### src/rtl/pipe_pkg.sv
// rtl/pipe_pkg.sv - shared widths and the write-back request type
// Purpose: common constants for the register file write side and the
//          {rd, data} request carried by the ALU, the long-unit FIFO and
//          the write port.
package pipe_pkg;

  localparam int REG_AW = 5;
  localparam int XLEN   = 32;
  localparam int NREGS  = 32;

  typedef struct packed {
    logic [REG_AW-1:0] rd;
    logic [XLEN-1:0]   data;
  } wb_req_t;

endpackage

### src/rtl/wb_fifo.sv
// rtl/wb_fifo.sv - synchronous FIFO of write-back requests
// Purpose: buffers long-unit results until the write port is free.
// Ports:
//   clk, reset  - clock, synchronous active-high reset (empties the FIFO)
//   push        - request to write push_data (accepted if not full, or
//                 if full while a pop happens in the same cycle)
//   push_data   - entry to store
//   pop         - remove the head (ignored when empty)
//   head        - current head entry (valid when !empty)
//   full, empty - occupancy flags
module wb_fifo
  import pipe_pkg::*;
#(
  parameter int DEPTH = 2
) (
  input  logic    clk,
  input  logic    reset,
  input  logic    push,
  input  wb_req_t push_data,
  input  logic    pop,
  output wb_req_t head,
  output logic    full,
  output logic    empty
);

  localparam int AW = (DEPTH > 1) ? $clog2(DEPTH) : 1;
  localparam logic [AW:0] FULL_CNT = (AW + 1)'(DEPTH);

  wb_req_t       mem_q [DEPTH];
  logic [AW-1:0] wr_ptr_q, wr_ptr_d;
  logic [AW-1:0] rd_ptr_q, rd_ptr_d;
  logic [AW:0]   count_q, count_d;
  logic          do_push, do_pop;

  assign full  = (count_q == FULL_CNT);
  assign empty = (count_q == '0);
  assign head  = mem_q[rd_ptr_q];

  // On a full FIFO the pop frees the slot the push writes into; the head is
  // read combinationally before the edge, so the overlap is safe.
  assign do_pop  = pop && !empty;
  assign do_push = push && (!full || do_pop);

  always_comb begin
    wr_ptr_d = wr_ptr_q;
    rd_ptr_d = rd_ptr_q;
    count_d  = count_q;
    // DEPTH is a power of two, so pointer overflow is the modulo wrap.
    if (do_push) wr_ptr_d = wr_ptr_q + 1'b1;
    if (do_pop)  rd_ptr_d = rd_ptr_q + 1'b1;
    case ({do_push, do_pop})
      2'b10:   count_d = count_q + 1'b1;
      2'b01:   count_d = count_q - 1'b1;
      default: count_d = count_q;
    endcase
  end

  always_ff @(posedge clk) begin
    if (reset) begin
      wr_ptr_q <= '0;
      rd_ptr_q <= '0;
      count_q  <= '0;
    end else begin
      wr_ptr_q <= wr_ptr_d;
      rd_ptr_q <= rd_ptr_d;
      count_q  <= count_d;
    end
  end

  always_ff @(posedge clk) begin
    if (do_push) mem_q[wr_ptr_q] <= push_data;
  end

endmodule

### src/rtl/wb_scoreboard.sv
// rtl/wb_scoreboard.sv - register file write-side controller and scoreboard
// Purpose: sole driver of the register file write port. Merges the
//          single-cycle ALU result (priority) with buffered long-unit
//          results, and tracks pending destination registers so decode
//          stalls on RAW/WAW hazards.
// Ports:
//   clk, reset                 - clock, synchronous active-high reset
//   iss_valid/ra/rb/rd         - instruction presented by decode
//   iss_stall                  - decode must hold
//   alu_valid/rd/data          - ALU result, no backpressure
//   lu_valid/ready/rd/data     - long-unit result handshake
//   wa, wda, reg_wr            - register file write port
//   pending                    - per-register pending vector (bit 0 = 0)
//   wb_err                     - sticky: write to a non-pending register
module wb_scoreboard #(
  parameter int LU_DEPTH = 2,
  parameter int NREGS    = pipe_pkg::NREGS
) (
  input  logic                       clk,
  input  logic                       reset,
  input  logic                       iss_valid,
  input  logic [pipe_pkg::REG_AW-1:0] iss_ra,
  input  logic [pipe_pkg::REG_AW-1:0] iss_rb,
  input  logic [pipe_pkg::REG_AW-1:0] iss_rd,
  output logic                       iss_stall,
  input  logic                       alu_valid,
  input  logic [pipe_pkg::REG_AW-1:0] alu_rd,
  input  logic [pipe_pkg::XLEN-1:0]   alu_data,
  input  logic                       lu_valid,
  output logic                       lu_ready,
  input  logic [pipe_pkg::REG_AW-1:0] lu_rd,
  input  logic [pipe_pkg::XLEN-1:0]   lu_data,
  output logic [pipe_pkg::REG_AW-1:0] wa,
  output logic [pipe_pkg::XLEN-1:0]   wda,
  output logic                       reg_wr,
  output logic [NREGS-1:0]           pending,
  output logic                       wb_err
);

  import pipe_pkg::*;

  wb_req_t          alu_req, lu_req, fifo_head, wr_req;
  logic             fifo_push, fifo_pop, fifo_full, fifo_empty;
  logic             iss_fire;
  logic [NREGS-1:0] pending_q, pending_d;
  logic             wb_err_q, wb_err_d;

  assign alu_req = '{rd: alu_rd, data: alu_data};
  assign lu_req  = '{rd: lu_rd,  data: lu_data};

  wb_fifo #(
    .DEPTH (LU_DEPTH)
  ) u_lu_fifo (
    .clk       (clk),
    .reset     (reset),
    .push      (fifo_push),
    .push_data (lu_req),
    .pop       (fifo_pop),
    .head      (fifo_head),
    .full      (fifo_full),
    .empty     (fifo_empty)
  );

  // Write-port arbitration: ALU first, then FIFO head. An rd=0 entry still
  // occupies the port (and pops) but never asserts reg_wr.
  always_comb begin
    wr_req   = '0;
    reg_wr   = 1'b0;
    fifo_pop = 1'b0;
    if (!reset) begin
      if (alu_valid) begin
        wr_req = alu_req;
        reg_wr = (alu_rd != '0);
      end else if (!fifo_empty) begin
        wr_req   = fifo_head;
        reg_wr   = (fifo_head.rd != '0);
        fifo_pop = 1'b1;
      end
    end
  end

  assign wa  = wr_req.rd;
  assign wda = wr_req.data;

  assign lu_ready  = !reset && (!fifo_full || fifo_pop);
  assign fifo_push = lu_valid && lu_ready;

  // Pending stays set through the write cycle itself: the register file
  // only returns the new value after the edge and there is no bypass.
  // A full FIFO forces bubbles so long-unit results cannot starve behind
  // back-to-back ALU writes.
  assign iss_stall = reset
                  || pending_q[iss_ra]
                  || pending_q[iss_rb]
                  || pending_q[iss_rd]
                  || fifo_full;

  assign iss_fire = iss_valid && !iss_stall;

  // Clear first, then set, so a set of the same bit wins.
  always_comb begin
    pending_d = pending_q;
    if (reg_wr) pending_d[wa] = 1'b0;
    if (iss_fire && (iss_rd != '0)) pending_d[iss_rd] = 1'b1;
    pending_d[0] = 1'b0;
  end

  assign wb_err_d = wb_err_q || (reg_wr && !pending_q[wa]);

  always_ff @(posedge clk) begin
    if (reset) begin
      pending_q <= '0;
      wb_err_q  <= 1'b0;
    end else begin
      pending_q <= pending_d;
      wb_err_q  <= wb_err_d;
    end
  end

  assign pending = pending_q;
  assign wb_err  = wb_err_q;

  // The WAW stall makes a same-cycle set and clear of one register
  // impossible in correct operation.
  a_no_set_clear_collision : assert property (
    @(posedge clk) disable iff (reset)
      !(iss_fire && reg_wr && (iss_rd != '0) && (iss_rd == wa))
  );

endmodule

### config.mk
export PLATFORM = sky130hd
export DESIGN_NAME = wb_scoreboard
export DESIGN_NICKNAME = d
export VERILOG_FILES = /design/src/rtl/pipe_pkg.sv /design/src/rtl/wb_fifo.sv /design/src/rtl/wb_scoreboard.sv
export SDC_FILE = /design/constraint.sdc
export NUM_CORES = 1
export LEC_CHECK = 0
export ABC_AREA = 1
export CAP_MARGIN = 20
export CORE_MARGIN = 1.5
export CORE_UTILIZATION = 50
export CTS_BUF_LIST = sky130_fd_sc_hd__clkbuf_4
export DETAILED_ROUTE_END_ITERATION = 7
export PLACE_DENSITY = 0.85
export REMOVE_ABC_BUFFERS = 1
export SETUP_SLACK_MARGIN = 0.1
export SLEW_MARGIN = 0
export SYNTH_ARGS = -nofsm -noshare
export SYNTH_HDL_FRONTEND = slang
export SYNTH_SLANG_ARGS = --single-unit
### constraint.sdc
create_clock -name clk -period 5.2 [get_ports clk]
set_input_delay 1.56 -clock clk [delete_from_list [all_inputs] [get_ports clk]]
set_output_delay 1.56 -clock clk [all_outputs]
set_load 0.01 [all_outputs]
==> impl_results.md <==
* Residual overflow from global routing at 0
* Layout cell share with drive strength beyond 1 at 0.0768
* Required @ worst endpoint at 3640 ps
* Pin count of the biggest net entering global routing at 38
* First-pass GRT wire length at 29000 µm
* Worst stage delay on the critical path at 580 ps
* Post-Place Cell Area at 8060 µm²
* Switching component of the power at 532 µW
* Ys Warns at 0
* Cell type with the highest occurrence count on the critical path: sky130_fd_sc_hd__clkdlybuf4s50_1
* Clock latency on the worst-skew pair at 470 ps
* Number of antenna violations at the first check in global routing at 0
* Peak ir drop on the vdd network at 0.204 mV
* Endpoint of the worst register-to-register path: pending[29]
* Number of distinct standard cells referenced by the synthesized netlist at 36
* CTS buffer count at 9
* Die span in x at 114 µm
* Relative slew margins at 0.369
* Placer Congestion at 0.969
* Setup CP Type: input port to output pin
* Aggregate routed wire length at 18400 µm
* Post-detail-place hpwl at 13800 µm
* Launch point of the worst hold path: wb_err
* Number of filler instances in the final layout at 969
* R2R setup slack at 2480 ps
* CP max-delay cell: sky130_fd_sc_hd__clkdlybuf4s50_1
* Gr usage total at 0.289
* Netlist area before placement at 6140 µm²
* Layout Nets at 1040
* Worst Skew at 20.1 ps
* Relative area change from synthesis to final layout at 34.0%
* Worst-case setup slack after placement at 71.8 ps
* Via count at 6159
* Clock network fraction of design power at 0.232
* Post-route minimum period at 5010 ps
* Area share of fa/ha/maj cells after synthesis at 0.00204
* Total power of the final layout at 1860 µW
* Terminating pin of the worst hold path: wb_err
* Cell depth of the worst hold path at 2
* Net switching share of the total power at 0.286
* Largest family of logic cells by synthesized area: simple AND/OR/NAND/NOR gates
* Starting density of the core at 0.511
* Die Area at 13000 µm²
* CP Cell Sequence: clkdlybuf4s50_1 > buf_4 > nor2_4 > inv_2 > buf_12 > o21ai_1 > clkdlybuf4s50_1
* Post-Synth XOR/XNOR Area at 0.00285
* Placeable core region at 12000 µm²
* Average wire per standard cell at 16.8 µm
* Number of placement rows at 40
* LEAKAGE at 0.00312 µW
* Type of the tightest min-delay check: flop to flop
* Clock transition at path regs at 170 ps
* Post-detailed-route count of antenna-violating nets at 0
* Fraction of power consumed by combinational cells at 0.226
* EDFF count, synth at 74
* Non-Filler Cell Area, Final at 8230 µm²
* Commonest non-fill, non-tap cell in the layout: sky130_fd_sc_hd__nand2_1
* Part of the Yosys area used for sequential elements at 0.483
* CTS tree: done
* Number of vias per cell at 5.61
* Path depth of the worst reg2reg path at 7
* Synthesized-area fraction occupied by and/or/nand/nor cells at 0.281
* Status: finished clean
* Data arrival at the endpoint of the critical path at 3450 ps
* Sequential standard cell area at 2960 µm²
* Number of endpoints failing setup at the final stage at 0
* Max Fanout on Critical Path at 33
* Startpoint types: input port
* Total number of H-tree levels at 3
* Hold buffer count at CTS at 0
* Startpoint of the most critical setup path: reset
* Max-slew violation count at 0
* CTS Root Cell: sky130_fd_sc_hd__clkbuf_4
* Flops & latches, synth at 111
* Compound-gate portion of the synthesized area at 0.106
* Cells after synthesis at 773
* Count of input and output buffers at 165
* Power share of the sequential group at 0.542
* Post-route setup TNS at 0 ps
* Cell-internal power at 1330 µW
* Slew at the pin closest to its max-slew limit at 945 ps
* PwrDens at 226 nW/µm²
* Setup repair bufs after CTS at 0
* Post-synth ARST share at 0
* Drt pass-1 iters at 5
* Diodes inserted at 0
* Worst hold slack across all endpoints at 468 ps
* Number of DRC markers in iteration 0 at 556
* Maximum clock rate at 200 MHz
* RSZ-0062 raised after global routing: false
* Clock tree buffer depth at 2
* Mux contribution to synthesized area at 0.0522
* Max-capacitance violation count at 0
* Multi-input combinational cell area at 2760 µm²
* Highest-count cells in the layout ignoring fill and taps: sky130_fd_sc_hd__nand2_1, sky130_fd_sc_hd__clkdlybuf4s50_1, sky130_fd_sc_hd__nand3_1
* DRC violation count after routing at 0
* Worst Slack Setup Final at 188 ps
* Ratio of final minimum period to clock period at 0.964
* Die Y at 114 µm
* Type of element capturing the critical path: output pin
* Vias in the first global route at 5759
* Main synth FF type: sky130_fd_sc_hd__edfxtp_1
* Endpoints failing hold at 0
* I/O Pins at 167
* Clock sinks at 111
* Average instance area after synthesis at 7.94 µm²
-- area by class of cell --
type,instances,area share
Clock inverter,7,0.00867
Sequential cell,111,0.360
Timing Repair Buffer,198,0.237
Clock buffer,9,0.00821
Tap cell,147,0.0224
Multi-Input combinational cell,564,0.335
Inverter,61,0.0281
-- stage by stage --
step	utilization	cells
after global placement	0.671	1081
after floorplan	-	736
final	0.685	1097
after CTS	0.683	1097
after global routing	0.685	1097
after detailed placement	0.671	1081
-- power by group through the flow --
stage                     Sequential, µW  Combinational (µW)  Clock, µW
after global placement              1030                 409          0
after floorplan                     1030                 180          0
after detailed placement            1030                 418          0
after global routing                1010                 455        471
after CTS                           1010                 420        438
final                               1010                 421        432
-- per-layer routing --
layer | GRT usage | share of wire
met5 | 0 | 0
met4 | 0.116 | 0.031
met3 | 0.0632 | 0.097
met2 | 0.480 | 0.47
met1 | 0.369 | 0.40
-- Yosys cell counts, types with 3 or more instances --
cell type,instances,area share
sky130_fd_sc_hd__inv_2,5,0.0031
sky130_fd_sc_hd__o21ai_0,74,0.060
sky130_fd_sc_hd__buf_4,3,0.0037
sky130_fd_sc_hd__dfxtp_1,37,0.12
sky130_fd_sc_hd__buf_6,6,0.011
sky130_fd_sc_hd__nand3_1,104,0.085
sky130_fd_sc_hd__o21ai_1,9,0.0073
sky130_fd_sc_hd__buf_2,15,0.012
sky130_fd_sc_hd__nor2_1,51,0.031
sky130_fd_sc_hd__nor3_1,10,0.0082
sky130_fd_sc_hd__buf_1,4,0.0024
sky130_fd_sc_hd__or2_2,4,0.0041
sky130_fd_sc_hd__inv_1,55,0.034
sky130_fd_sc_hd__nand2_1,217,0.13
sky130_fd_sc_hd__nand2_2,3,0.0031
sky130_fd_sc_hd__nand4_1,3,0.0031
sky130_fd_sc_hd__mux2i_1,32,0.052
sky130_fd_sc_hd__clkbuf_1,9,0.0055
sky130_fd_sc_hd__edfxtp_1,74,0.36
sky130_fd_sc_hd__a21oi_1,36,0.029
-- sequential cells by signal, indices dropped and copies added (netlist names), named ones only --
| register | cells |
|---|---|
| u_lu_fifo.count_q | 2 |
| wb_err | 1 |
| pending | 31 |
| u_lu_fifo.rd_ptr_q | 1 |
| u_lu_fifo.mem_q | 74 |
| u_lu_fifo.wr_ptr_q | 1 |
-- kinds of logic (layout without fill, tap and decap cells) --
group	Yosys count	count (layout)
AND/OR/NAND/NOR	402	402
other	1	1
XOR/XNOR	2	2
flip-flops	111	111
adder cells (fa/ha/maj)	1	1
AO/OA/AOI/OAI	126	126
multiplexers	32	32
buffers and inverters	98	275
-- critical path, delay by kind of cell --
kind / cells / cell delay (ps)
buffers and inverters: 5 / 1510
AND/OR/NAND/NOR: 1 / 160
AO/OA/AOI/OAI: 1 / 200
-- worst max-delay path by stage --
stage	end	slack [ps]
floorplan	wa[0]	420
global placement	iss_stall	110
detailed placement	iss_stall	70
CTS	iss_stall	130
global route	wda[14]	100
finish	wda[26]	190
-- timing repair --
item	in CTS	in global routing
setup endpoints to repair	2	8
endpoints found under the hold margin	0	0
resized for setup	2	10
Power figures use the tool's default switching activity.
